===== config.mk =====
export PLATFORM = sky130hd
export DESIGN_NAME = pcileech_eth_rmii_tx
export DESIGN_NICKNAME = d
export VERILOG_FILES = /design/src/rtl/pcileech_eth_rmii_tx.sv
export SDC_FILE = /design/constraint.sdc
export NUM_CORES = 1
export LEC_CHECK = 0
export ABC_AREA = 1
export CORE_MARGIN = 10
export CORE_UTILIZATION = 40
export CTS_CLUSTER_DIAMETER = 100
export DETAILED_ROUTE_END_ITERATION = 7
export PLACE_DENSITY = 0.64
export SLEW_MARGIN = 40
export SYNTH_ARGS = -nofsm -noshare
export SYNTH_HDL_FRONTEND = slang
export SYNTH_SLANG_ARGS = --single-unit

===== constraint.sdc =====
create_clock -name clk -period 2.6 [get_ports clk]
set_input_delay 0.65 -clock clk [delete_from_list [all_inputs] [get_ports clk]]
set_output_delay 0.65 -clock clk [all_outputs]
set_load 0.1 [all_outputs]

===== src/rtl/pcileech_eth_rmii_tx.sv =====
// RMII transmit MAC: byte stream in, preamble/SFD/data/pad/FCS/IFG out as 2-bit dibits.
// Every output is registered; the next-cycle values are derived from the next-state decode.
module pcileech_eth_rmii_tx #(
  parameter int IFG_DIBITS      = 48,
  parameter int MIN_FRAME_BYTES = 60
) (
  input  logic        clk,
  input  logic        rst_n,
  input  logic [7:0]  s_tdata,
  input  logic        s_tvalid,
  input  logic        s_tlast,
  output logic        s_tready,
  output logic        eth_tx_en,
  output logic [1:0]  eth_tx_data,
  output logic        busy,
  output logic        underrun,
  output logic [15:0] frames_sent
);

  typedef enum logic [2:0] {IDLE, PREAMBLE, DATA, PAD, FCS, DROP, IFG} state_t;

  localparam logic [10:0] MIN_B    = 11'(MIN_FRAME_BYTES);
  localparam logic [7:0]  IFG_LAST = 8'(IFG_DIBITS - 1);

  state_t      state, state_n;
  logic [7:0]  dcnt, dcnt_n;
  logic [7:0]  byte_q, byte_n;
  logic        last_q, last_n;
  logic [10:0] bcnt, bcnt_n, bcnt_inc;
  logic [31:0] crc, crc_n;
  logic        underrun_n;
  logic [15:0] frames_n;
  logic        tready_n, tx_en_n;
  logic [1:0]  txd_n, dib;

  // Reflected CRC-32 advanced by one dibit, bit 0 first.
  function automatic logic [31:0] crc_dibit(input logic [31:0] c, input logic [1:0] d);
    logic [31:0] r;
    r = c;
    for (int i = 0; i < 2; i++)
      r = (r >> 1) ^ ((r[0] ^ d[i]) ? 32'hEDB88320 : 32'h0);
    return r;
  endfunction

  assign dib      = byte_q[{dcnt[1:0], 1'b0} +: 2];
  assign bcnt_inc = bcnt + 11'd1;

  always_comb begin
    state_n    = state;
    dcnt_n     = dcnt;
    byte_n     = byte_q;
    last_n     = last_q;
    bcnt_n     = bcnt;
    crc_n      = crc;
    underrun_n = underrun;
    frames_n   = frames_sent;
    unique case (state)
      IDLE: if (s_tvalid) begin
        state_n = PREAMBLE;
        dcnt_n  = 8'd0;
        crc_n   = 32'hFFFF_FFFF;
        bcnt_n  = 11'd0;
      end
      PREAMBLE: if (dcnt == 8'd31) begin
        dcnt_n = 8'd0;
        if (s_tvalid) begin
          byte_n  = s_tdata;
          last_n  = s_tlast;
          bcnt_n  = 11'd1;
          state_n = DATA;
        end else begin
          state_n    = DROP;
          underrun_n = 1'b1;
        end
      end else dcnt_n = dcnt + 8'd1;
      DATA: begin
        crc_n = crc_dibit(crc, dib);
        if (dcnt[1:0] == 2'd3) begin
          dcnt_n = 8'd0;
          if (last_q) state_n = (bcnt < MIN_B) ? PAD : FCS;
          else if (s_tvalid) begin
            byte_n = s_tdata;
            last_n = s_tlast;
            bcnt_n = (bcnt == 11'h7FF) ? bcnt : bcnt_inc;
          end else begin
            state_n    = DROP;
            underrun_n = 1'b1;
          end
        end else dcnt_n = dcnt + 8'd1;
      end
      PAD: begin
        crc_n = crc_dibit(crc, 2'b00);
        if (dcnt[1:0] == 2'd3) begin
          dcnt_n = 8'd0;
          bcnt_n = bcnt_inc;
          if (bcnt_inc >= MIN_B) state_n = FCS;
        end else dcnt_n = dcnt + 8'd1;
      end
      FCS: if (dcnt == 8'd15) begin
        frames_n = frames_sent + 16'd1;
        state_n  = IFG;
        dcnt_n   = 8'd0;
      end else dcnt_n = dcnt + 8'd1;
      DROP: if (s_tvalid && s_tlast) begin
        state_n = IFG;
        dcnt_n  = 8'd0;
      end
      IFG: if (dcnt == IFG_LAST) state_n = IDLE;
           else dcnt_n = dcnt + 8'd1;
      default: state_n = IDLE;
    endcase

    tx_en_n = state_n inside {PREAMBLE, DATA, PAD, FCS};
    unique case (state_n)
      PREAMBLE: txd_n = (dcnt_n == 8'd31) ? 2'b11 : 2'b01;
      DATA:     txd_n = byte_n[{dcnt_n[1:0], 1'b0} +: 2];
      FCS:      txd_n = ~crc_n[{dcnt_n[3:0], 1'b0} +: 2];
      default:  txd_n = 2'b00;
    endcase
    // Ready only in the slot where the next byte is actually latched.
    tready_n = (state_n == PREAMBLE && dcnt_n == 8'd31) ||
               (state_n == DATA && dcnt_n[1:0] == 2'd3 && !last_n) ||
               (state_n == DROP);
  end

  always_ff @(posedge clk or negedge rst_n) begin
    if (!rst_n) begin
      state       <= IDLE;
      dcnt        <= 8'd0;
      byte_q      <= 8'd0;
      last_q      <= 1'b0;
      bcnt        <= 11'd0;
      crc         <= 32'hFFFF_FFFF;
      s_tready    <= 1'b0;
      eth_tx_en   <= 1'b0;
      eth_tx_data <= 2'b00;
      busy        <= 1'b0;
      underrun    <= 1'b0;
      frames_sent <= 16'd0;
    end else begin
      state       <= state_n;
      dcnt        <= dcnt_n;
      byte_q      <= byte_n;
      last_q      <= last_n;
      bcnt        <= bcnt_n;
      crc         <= crc_n;
      s_tready    <= tready_n;
      eth_tx_en   <= tx_en_n;
      eth_tx_data <= txd_n;
      busy        <= (state_n != IDLE);
      underrun    <= underrun_n;
      frames_sent <= frames_n;
    end
  end

endmodule

==> impl_metrics.ini <==
[floorplanning]
die_w_um = 140
coreArea_um2 = 14000
dieArea_um2 = 19700
die_h_um = 140
initial_utilization_pct = 41.3
io_pins = 34
placementRows = 43

[synthesis]
synth_fp_nets = 831
synth_cell_types = 53
syn_inst = 815
yosysTopAreaCell = dfrtp_1
async_flop_share_pct = 100
synth-edff-count = 0
netlist_top_cells_area = dfrtp_1, nand2_1, dfstp_2, nand3_1, inv_1
synth.ff_latch_count = 85
yosysTopAreaCellShare_pct = 22.8
avgSynthCellArea_um2 = 7.12
netlist_area_um2 = 5800
ys_seq_area_share_pct = 37.3
yosysWarningCount = 0
synth_flop_cell = dfrtp_1

[finish]
drive_above_1_share_pct = 22.7
syn2layout_area_growth_pct = 24.1
insertedDiodeCount = 0
instances_no_fill = 1104
final_cell_mix = nand2_1, buf_4, inv_1, nand3_1, o21ai_0
nNetsFinal = 935
final_common_cell = nand2_1
utilization_pct = 51.3

[sta]
setup_tns_ns = 0
period_needed_ns = 2.44
setup_viol = 0
maxSlewViolCount = 0
tightestPinTransition_ns = 0.570
final.period_utilization_pct = 93.8
finClkSkew_ns = 0.0124
maxSlewHeadroom_pct = 61.6
fmax_mhz = 410
rsz0062_at_grt = yes
finalHoldViolations = 0

[detailed_routing]
wl_per_cell_um = 16.2
first_pass_iters = 5
wl_um = 17900
remaining_drc_errors = 0
via_per_inst = 5.37
drtIter0Drc = 528
ant_nets = 0
via_count = 5932

[cts]
cts_tree = built
numCtsBuffers = 9
clock_sinks = 85
path_clk_slew_ns = 0.08
clockRootBuffer = clkbuf_16
htree_num_levels = 3
cts_buffer_depth = 2
clkLatencyLatePin_ns = 0.36

[worst_setup_path]
crit_path_end_kind = flip-flop
reg2reg_depth = 13
r2r_end = eth_tx_data[0]$_DFF_PN0_
critical_path_class = input pin to flip-flop
critPathMaxFanout = 6
r2r_start = state[1]$_DFF_PN0_
r2r_slack_ns = 0.17
worst-endpoint-required_ns = 2.85
cp.arrival_ns = 2.69
cp-start-kind = input pin

[global_route]
grt_pass1_vias = 5591
grt_first_pass_wirelength_um = 29600
gr-total-overflow = 0
grt_usage_pct = 18.4
grt_max_degree = 51
antenna_found_initial = 0

[flow_run]
cap_violations = 0

[power_and_ir_drop]
power.net_switching_uw = 659
seqPwrFrac_pct = 47.4
p_int_mw = 2.14
switching_share_pct = 23.6
combinationalPowerShare_pct = 2.6
power_mw = 2.80
power.leakage_nw = 3.68
power_per_cell_area_nw_per_um2 = 389
p_clk_share_pct = 49.9
peakVddDrop_v = 0.000297

[placement]
portBuffers = 33
dp.cells = 1087
dp_hpwl_um = 13500
gp_congestion = 1.02

[hold_path]
holdCritPathClass = input pin to asynchronous set/reset pin

[status]
status = finished, final reports clean
[critical path, cell delays in order]
cell             delay (ns)
clkdlybuf4s50_1        0.42
nand2_1                0.11
inv_1                  0.08
nor2_2                 0.22
nor3_1                 0.08
buf_4                  0.16
o21ai_2                0.32
inv_1                  0.16
buf_4                  0.16
nand3_1                0.09
nand3_1                0.10
nand3_1                0.09
nand2_1                0.06
[timing repair]
item | 4_1_cts | 5_1_grt
buffers inserted | 0 | 1
setup endpoints to repair | 0 | 6
resized for setup | 0 | 14
endpoints found under the hold margin | 0 | 0
hold buffers | 0 | 0
[synth_stat cells, types with 3 or more instances]
cell type / count
xor2_1: 15
o211ai_1: 7
nor2_2: 3
buf_4: 4
clkbuf_1: 13
or2_2: 5
xnor2_1: 18
dfstp_2: 32
nand4_1: 15
nand3b_1: 3
nand2_1: 229
a21oi_1: 36
nand2_4: 6
nand3_1: 89
nor3_1: 8
buf_2: 5
o21ai_0: 57
nor2_1: 60
o22ai_1: 5
dfrtp_1: 53
inv_1: 95
inv_2: 6
ha_1: 4
nor2_4: 4
nand2_2: 4
nand3_2: 6
[worst max path at each step]
stage                         from                          end  slack [ns]  cells after the start
2_1_floorplan    dcnt[0]$_DFF_PN0_  frames_sent[15]$_DFFE_PN0P_        0.18                     13
3_3_place_gp              s_tvalid     eth_tx_data[0]$_DFF_PN0_       -0.24                     17
3_5_place_dp              s_tvalid     eth_tx_data[0]$_DFF_PN0_       -0.25                     17
4_1_cts          dcnt[0]$_DFF_PN0_     eth_tx_data[0]$_DFF_PN0_        0.05                     19
5_1_grt        bcnt[0]$_DFFE_PN0P_     eth_tx_data[0]$_DFF_PN0_      -0.005                     16
6_report                  s_tvalid     eth_tx_data[0]$_DFF_PN0_        0.16                     13
[power by group through the flow]
stage | logic (mW) | registers (mW) | clock network [mW]
finish | 0.0739 | 1.33 | 1.40
global route | 0.0812 | 1.33 | 1.48
CTS | 0.0742 | 1.33 | 1.43
detailed placement | 0.0742 | 1.35 | 0
global placement | 0.0738 | 1.35 | 0
floorplan | 0.0109 | 1.35 | 0
[flip-flops by register name, indices dropped and copies added (netlist names)]
| register | cells |
|---|---|
| bcnt | 11 |
| busy | 1 |
| byte_q | 8 |
| crc | 32 |
| dcnt | 8 |
| eth_tx_data | 2 |
| eth_tx_en | 1 |
| frames_sent | 16 |
| last_q | 1 |
| s_tready | 1 |
| state | 3 |
| underrun | 1 |
[final cells by class]
cell class              instances  area, um^2
clock inverters                 6        75.1
repair buffers                117         966
well taps                     180         225
fillers                      1362        6840
flip-flops and latches         85        2170
inverters                     101         382
multi-input cells             605        3140
clock buffers                  10         239
[logic make-up after synthesis]
group	count (synthesis)	synth area share (%)
compound gates	125	12.3
xor+xnor	33	4.98
fa+ha+maj	4	0.862
buf+inv	125	8.92
flops	85	37.3
mux	1	0.194
simple gates	442	35.4
[metrics by stage]
step                hold WS, ns  instance area, um^2  setup slack [ns]
detailed placement        0.450                 6840            -0.249
CTS                       0.253                 7150            0.0525
global route              0.279                 7200          -0.00540
floorplan                 0.354                 5800             0.183
global placement          0.446                 6840            -0.236
finish                    0.244                 7200             0.162
[metal layers]
layer | part of all wire, % | wire length, um | global-route usage (%) | vias to the layer above
li1 | - | - | - | 2878
met1 | 44 | 7950 | 25.0 | 2728
met2 | 44 | 7970 | 27.4 | 283
met3 | 8.4 | 1510 | 4.50 | 43
met4 | 2.8 | 501 | 6.85 | 0
met5 | 0 | 0 | 0 | -
(Power assumes the default switching activity.)
